File: config.mk
export PLATFORM = sky130hd
export DESIGN_NAME = wb_stage_lsq
export DESIGN_NICKNAME = d
export VERILOG_FILES = /design/src/rtl/wb_pkg.sv /design/src/rtl/wb_load_align.sv /design/src/rtl/wb_stage_lsq.sv
export SDC_FILE = /design/constraint.sdc
export NUM_CORES = 2
export LEC_CHECK = 0
export CAP_MARGIN = 20
export CORE_ASPECT_RATIO = 0.9
export CORE_MARGIN = 10
export CORE_UTILIZATION = 45
export CTS_CLUSTER_DIAMETER = 40
export DETAILED_ROUTE_END_ITERATION = 8
export PLACE_DENSITY = 0.71
export RECOVER_POWER = 50
export SLEW_MARGIN = 20
export SYNTH_ARGS = -nofsm -noshare
export SYNTH_HDL_FRONTEND = slang
export SYNTH_SLANG_ARGS = --single-unit
File: constraint.sdc
create_clock -name clk_i -period 4.64 [get_ports clk_i]
set_clock_uncertainty 0.2 [all_clocks]
set_input_delay 0.928 -clock clk_i [delete_from_list [all_inputs] [get_ports clk_i]]
set_output_delay 0.928 -clock clk_i [all_outputs]
set_load 0.01 [all_outputs]
File: src/rtl/wb_pkg.sv
// Shared constants, FSM state type and lane helper for the write-back stage.
package wb_pkg;

   localparam logic [6:0] OP_LOAD = 7'b0000011;
   localparam logic [6:0] OP_JAL  = 7'b1101111;
   localparam logic [6:0] OP_JALR = 7'b1100111;

   localparam logic [2:0] F3_LB  = 3'b000;
   localparam logic [2:0] F3_LH  = 3'b001;
   localparam logic [2:0] F3_LW  = 3'b010;
   localparam logic [2:0] F3_LD  = 3'b011;
   localparam logic [2:0] F3_LBU = 3'b100;
   localparam logic [2:0] F3_LHU = 3'b101;
   localparam logic [2:0] F3_LWU = 3'b110;

   typedef enum logic [1:0] {
      S_IDLE    = 2'd0,
      S_LD_REQ  = 2'd1,
      S_LD_WAIT = 2'd2
   } state_e;

   // Number of address bits that select a byte lane within one XLEN word.
   function automatic int lane_offset_w(input int xlen);
      return $clog2(xlen / 8);
   endfunction

endpackage

File: src/rtl/wb_load_align.sv
// Byte-lane extraction and sign/zero extension of a raw load word.
module wb_load_align
   import wb_pkg::*;
#(
   parameter int XLEN = 32
) (
   input  logic [XLEN-1:0]                  raw_i,
   input  logic [lane_offset_w(XLEN)-1:0]   offset_i,
   input  logic [2:0]                       funct3_i,
   output logic [XLEN-1:0]                  data_o,
   output logic                             illegal_o
);

   logic [XLEN-1:0] shifted;

   assign shifted = raw_i >> {offset_i, 3'b000};

   always_comb begin
      data_o    = '0;
      illegal_o = 1'b0;
      case (funct3_i)
         F3_LB:  data_o = XLEN'($signed(shifted[7:0]));
         F3_LBU: data_o = XLEN'(shifted[7:0]);
         F3_LH: begin
            illegal_o = offset_i[0];
            data_o    = XLEN'($signed(shifted[15:0]));
         end
         F3_LHU: begin
            illegal_o = offset_i[0];
            data_o    = XLEN'(shifted[15:0]);
         end
         F3_LW: begin
            illegal_o = (offset_i[1:0] != 2'b00);
            data_o    = XLEN'($signed(shifted[31:0]));
         end
         F3_LWU: begin
            illegal_o = (XLEN != 64) || (offset_i[1:0] != 2'b00);
            data_o    = XLEN'(shifted[31:0]);
         end
         F3_LD: begin
            illegal_o = (XLEN != 64) || (offset_i != '0);
            data_o    = shifted;
         end
         default: illegal_o = 1'b1;
      endcase
      // Illegal accesses never expose partial data.
      if (illegal_o) begin
         data_o = '0;
      end
   end

endmodule

File: src/rtl/wb_stage_lsq.sv
// Write-back stage: retires instructions, issues variable-latency loads,
// owns the register file with write-through read ports and the retire trace.
module wb_stage_lsq
   import wb_pkg::*;
#(
   parameter int XLEN      = 32,
   parameter int REG_COUNT = 32,
   parameter int RD_PORTS  = 2,
   parameter int CNT_W     = 64,
   localparam int AW       = $clog2(REG_COUNT)
) (
   input  logic                     clk_i,
   input  logic                     rst_i,
   input  logic                     in_valid_i,
   output logic                     in_ready_o,
   input  logic [XLEN-1:0]          in_pc_i,
   input  logic [31:0]              in_instr_i,
   input  logic                     in_rd_we_i,
   input  logic [XLEN-1:0]          in_alu_i,
   output logic                     ld_req_valid_o,
   input  logic                     ld_req_ready_i,
   output logic [XLEN-1:0]          ld_req_addr_o,
   input  logic                     ld_rsp_valid_i,
   input  logic [XLEN-1:0]          ld_rsp_data_i,
   input  logic [RD_PORTS*AW-1:0]   rd_addr_i,
   output logic [RD_PORTS*XLEN-1:0] rd_data_o,
   output logic                     misalign_o,
   output logic                     retire_valid_o,
   output logic [XLEN-1:0]          retire_pc_o,
   output logic [31:0]              retire_instr_o,
   output logic [AW-1:0]            retire_rd_o,
   output logic [XLEN-1:0]          retire_data_o,
   output logic [CNT_W-1:0]         instret_o,
   output logic                     busy_o
);

   localparam int OW = lane_offset_w(XLEN);

   state_e            state_q;
   logic [XLEN-1:0]   pc_q, addr_q;
   logic [31:0]       instr_q;
   logic              rdWe_q;
   logic [XLEN-1:0]   regs_q [REG_COUNT];
   logic              retireValid_q, misalign_q;
   logic [XLEN-1:0]   retirePc_q, retireData_q;
   logic [31:0]       retireInstr_q;
   logic [AW-1:0]     retireRd_q;
   logic [CNT_W-1:0]  instret_q, instret_d;

   logic              inIsLoad, inIsLink;
   logic [XLEN-1:0]   alignData;
   logic              alignIllegal;
   logic              wrEn;
   logic [AW-1:0]     wrAddr;
   logic [XLEN-1:0]   wrData;

   assign inIsLoad  = (in_instr_i[6:0] == OP_LOAD);
   assign inIsLink  = (in_instr_i[6:0] == OP_JAL) || (in_instr_i[6:0] == OP_JALR);
   assign instret_d = instret_q + CNT_W'(1);

   wb_load_align #(.XLEN(XLEN)) u_align (
      .raw_i     (ld_rsp_data_i),
      .offset_i  (addr_q[OW-1:0]),
      .funct3_i  (instr_q[14:12]),
      .data_o    (alignData),
      .illegal_o (alignIllegal)
   );

   // Single register-file write port shared by the ALU path and load responses.
   always_comb begin
      wrEn   = 1'b0;
      wrAddr = AW'(in_instr_i[11:7]);
      wrData = inIsLink ? (in_pc_i + XLEN'(4)) : in_alu_i;
      if (state_q == S_IDLE && in_valid_i && !inIsLoad) begin
         wrEn = in_rd_we_i && (in_instr_i[11:7] != 5'd0);
      end else if (state_q == S_LD_WAIT && ld_rsp_valid_i) begin
         wrAddr = AW'(instr_q[11:7]);
         wrData = alignData;
         wrEn   = rdWe_q && (instr_q[11:7] != 5'd0) && !alignIllegal;
      end
      if (rst_i) begin
         wrEn = 1'b0;
      end
   end

   for (genvar p = 0; p < RD_PORTS; p++) begin : g_rd
      logic [AW-1:0] ra;
      assign ra = rd_addr_i[p*AW +: AW];
      assign rd_data_o[p*XLEN +: XLEN] = (ra == '0) ? '0 :
                                         (wrEn && wrAddr == ra) ? wrData : regs_q[ra];
   end

   always_ff @(posedge clk_i) begin
      if (rst_i) begin
         state_q       <= S_IDLE;
         pc_q          <= '0;
         addr_q        <= '0;
         instr_q       <= '0;
         rdWe_q        <= 1'b0;
         retireValid_q <= 1'b0;
         misalign_q    <= 1'b0;
         retirePc_q    <= '0;
         retireInstr_q <= '0;
         retireRd_q    <= '0;
         retireData_q  <= '0;
         instret_q     <= '0;
         for (int i = 0; i < REG_COUNT; i++) begin
            regs_q[i] <= '0;
         end
      end else begin
         retireValid_q <= 1'b0;
         misalign_q    <= 1'b0;
         if (wrEn) begin
            regs_q[wrAddr] <= wrData;
         end
         case (state_q)
            S_IDLE: begin
               if (in_valid_i && inIsLoad) begin
                  pc_q    <= in_pc_i;
                  instr_q <= in_instr_i;
                  addr_q  <= in_alu_i;
                  rdWe_q  <= in_rd_we_i;
                  state_q <= S_LD_REQ;
               end else if (in_valid_i) begin
                  retireValid_q <= 1'b1;
                  retirePc_q    <= in_pc_i;
                  retireInstr_q <= in_instr_i;
                  retireRd_q    <= AW'(in_instr_i[11:7]);
                  retireData_q  <= wrEn ? wrData : '0;
                  instret_q     <= instret_d;
               end
            end
            S_LD_REQ: begin
               if (ld_req_ready_i) begin
                  state_q <= S_LD_WAIT;
               end
            end
            S_LD_WAIT: begin
               if (ld_rsp_valid_i) begin
                  retireValid_q <= 1'b1;
                  misalign_q    <= alignIllegal;
                  retirePc_q    <= pc_q;
                  retireInstr_q <= instr_q;
                  retireRd_q    <= AW'(instr_q[11:7]);
                  retireData_q  <= wrEn ? wrData : '0;
                  instret_q     <= instret_d;
                  state_q       <= S_IDLE;
               end
            end
            default: state_q <= S_IDLE;
         endcase
      end
   end

   assign in_ready_o     = (state_q == S_IDLE);
   assign busy_o         = (state_q != S_IDLE);
   assign ld_req_valid_o = (state_q == S_LD_REQ);
   assign ld_req_addr_o  = {addr_q[XLEN-1:OW], {OW{1'b0}}};
   assign misalign_o     = misalign_q;
   assign retire_valid_o = retireValid_q;
   assign retire_pc_o    = retirePc_q;
   assign retire_instr_o = retireInstr_q;
   assign retire_rd_o    = retireRd_q;
   assign retire_data_o  = retireData_q;
   assign instret_o      = instret_q;

endmodule
==> flow_summary.yaml <==
routing:
  ant_nets: 0
  routed_wl_mm: 257.9
  viasPerCell: 6.367
  first_pass_iters: 5
  avgRoutedWirePerCell_um: 30.49
  drt_iter0_drc: 7735
  drc: 0
  vias: 53850
critical_path:
  cp_slowest_stage_delay_ns: 0.47
  endpoint_kind: "output port"
  critPathKind: "input pin to output port"
  cp.arrival_ns: 3.49
  cp_slowest_cell: "clkdlybuf4s50_1"
  crit_buf_inv: 7
  crit_chain: "clkdlybuf4s50_1 -> buf_6 -> buf_4 -> nand2b_1 -> buf_4 -> a21oi_1 -> nand3_1 -> o21ai_0 -> buf_4 -> a221oi_1 -> buf_4 -> o22ai_2 -> dlygate4sd2_1"
  cpMostUsedCell: "buf_4"
  cp_max_fo: 8
  cp_top_family: "buffers and inverters"
  cp_data_required_time_ns: 3.51
  setup.worst_path.start_class: "input pin"
layout:
  fin_area_um2: 83030
  fill_cells: 11890
  stdcell_count: 8457
  drive_gt1_share_pct: 24.48
  final_cell_mix: "nor2_1, edfxtp_1, buf_4, mux2i_1, nand2_1"
  final_common_cell: "nor2_1"
  fin_nets: 6500
  syn_to_final_growth_pct: 25.42
sta:
  relSlewSlack_pct: -79.33
  hold_violations: 0
  setup_viol: 0
  layout_setup_ws_ns: 0.02142
  fin_crit_ns: 4.619
  fin_hold_ws_ns: 0.2505
  slew_violations: 236
  fmax_mhz: 216.5
  finalCritPeriodShare_pct: 99.54
  worstMarginPinSlew_ns: 2.690
floorplan:
  pin_count: 410
  core_area_um2: 146100
  die_w_um: 424.3
  die_h_um: 383.9
  rows: 133
  initial_core_util_pct: 45.31
  die-area_um2: 162900
global_routing:
  grt_use_met3_pct: 7.965
  grt_use_met1_pct: 38.33
  grt_pass1_vias: 52180
  busiest_layer: "met2"
  grt_pass1_wl_mm: 365.3
  grt_use_total_pct: 30.49
  grt_start_max_net_pins: 96
  overflow: 0
  use_met2_pct: 45.83
  antenna_found_initial: 18
clock_network:
  clkTransAtPathRegs_ns: 0.06
  clock_sinks: 1285
  cts_tree: "yes"
  clk_path_buf_depth: 3
  cts_made_buffers: 157
  cts-root-buf: "clkbuf_16"
  clkLatencyLatePin_ns: 0.80
  htreeDepth: 4
placement:
  portBuffers: 407
  place_inst: 8124
  dp_hpwl_mm: 179.4
  place_congestion: 0.9594
  dpl_worst_slack_ns: -0.5983
  dpl_cell_area_um2: 77610
logic_synthesis:
  synth_area_leaders: "edfxtp_1, mux4_2, dfxtp_1"
  yosysTopAreaCell: "edfxtp_1"
  ys_seq_elements: 1285
  async_flop_share_pct: 0
  synthDistinctLibCells: 82
  synth-edff-count: 1024
  synth_area_per_cell_um2: 11.83
  yosysWarnings: 0
  netlist.area_leader.share_pct: 46.45
  syn_area_um2: 66200
  syn_inst: 5595
  synthFlopType: "edfxtp_1"
  ys_seq_area_share_pct: 54.34
status:
  status: "complete, but fails checks"
  violations: "capacitance limit, slew limit"
power:
  p_leak_nw: 32.55
  p_per_area_nw_per_um2: 354.3
  ir_drop_uv: 406.1
  total_power_mw: 29.42
job:
  maxCapViolCount: 5
hold_path:
  min_path_type: "register to register"
## final timing paths
path,cells past startpoint,to,start,slack [ns]
hold reg to reg,2,addr_q[10]$_SDFFE_PP0P_,addr_q[10]$_SDFFE_PP0P_,0.25
hold / removal,2,addr_q[10]$_SDFFE_PP0P_,addr_q[10]$_SDFFE_PP0P_,0.25
setup / recovery,13,rd_data_o[55],rd_addr_i[8],0.02
setup reg to reg,10,regs_q[14][1]$_SDFFCE_PN0P_,state_q[1]$_SDFFE_PP0P_,0.31
## where the power goes
part,switching [mW],internal (mW),leakage [nW]
sequential,0.208,12.8,12.7
clock,5.25,7.35,2.56
combinational,2.22,1.59,17.3
total,7.68,21.7,32.6
## cells in the mapped netlist (23+ instances only)
library cell  instances
clkbuf_1            381
buf_4                37
mux2i_1             509
a211oi_2             23
nor2_1             1190
a211oi_1            112
nand3_1             103
a22oi_1             172
nor3_1               80
buf_2               116
mux4_2              348
nand2b_1             44
nand4_1              35
mux2_2               26
buf_1                45
edfxtp_1           1024
nand2_1             381
nor4_1               33
a2bb2oi_1            24
o22ai_1              32
o21ai_0              69
a21oi_1             188
dfxtp_1             261
xnor2_1              37
## final cells by class
type                    count  area [um2]  area share (%)
diodes                     20       50.05         0.06028
clock buffers             179        4094           4.931
clock inverters           106        1202           1.448
inverters                  23       86.33          0.1040
multi-input cells        3736       28400           34.20
flip-flops and latches   1285       35980           43.34
well taps                1957        2449           2.949
repair buffers           1151       10760           12.96
## through the flow
stage / setup TNS (ns) / util (%)
2_1_floorplan: 0 / -
3_3_place_gp: -32.77 / 53.12
6_report: 0 / 56.83
4_1_cts: -0.01135 / 56.93
3_5_place_dp: -33.78 / 53.12
5_1_grt: -0.005308 / 56.82
## what timing repair did
action,4_1_cts,5_1_grt
endpoints found under the hold margin,0,0
buffers inserted,16,7
cloned,3,3
hold buffers,0,0
endpoints found under the setup margin,64,64
pin swaps,17,32
gates resized for setup,267,87
## routing by layer
metal / up-vias / wire length, um
li1: 22390 / -
met1: 26550 / 90600
met2: 4114 / 114100
met3: 792 / 32140
met4: 2 / 20960
met5: - / 14
## tightest hold or removal path, cell delays in order (launching register included)
cell and delay, ns:
dfxtp_1 0.30, nand2_1 0.05, a21oi_1 0.05
## kinds of logic (layout without fill, tap and decap cells)
family / count (synthesis) / in the layout / synth area share [%]
simple gates: 2014 / 2014 / 13.06
flops: 1285 / 1285 / 54.34
mux: 883 / 883 / 19.98
compound gates: 747 / 747 / 7.910
buf+inv: 607 / 1459 / 3.918
xor+xnor: 56 / 56 / 0.7409
fa+ha+maj: 2 / 2 / 0.03780
other cells: 1 / 54 / 0.005665
## registers in the layout, summed over array words and instances, names as in the netlist, 2 cells and up
signal,flops
instr_q,32
retire_data_o,32
regs_q,1024
instret_o,64
pc_q,32
retire_pc_o,32
addr_q,32
retire_instr_o,32
state_q,2
Power figures use the tool's default switching activity.
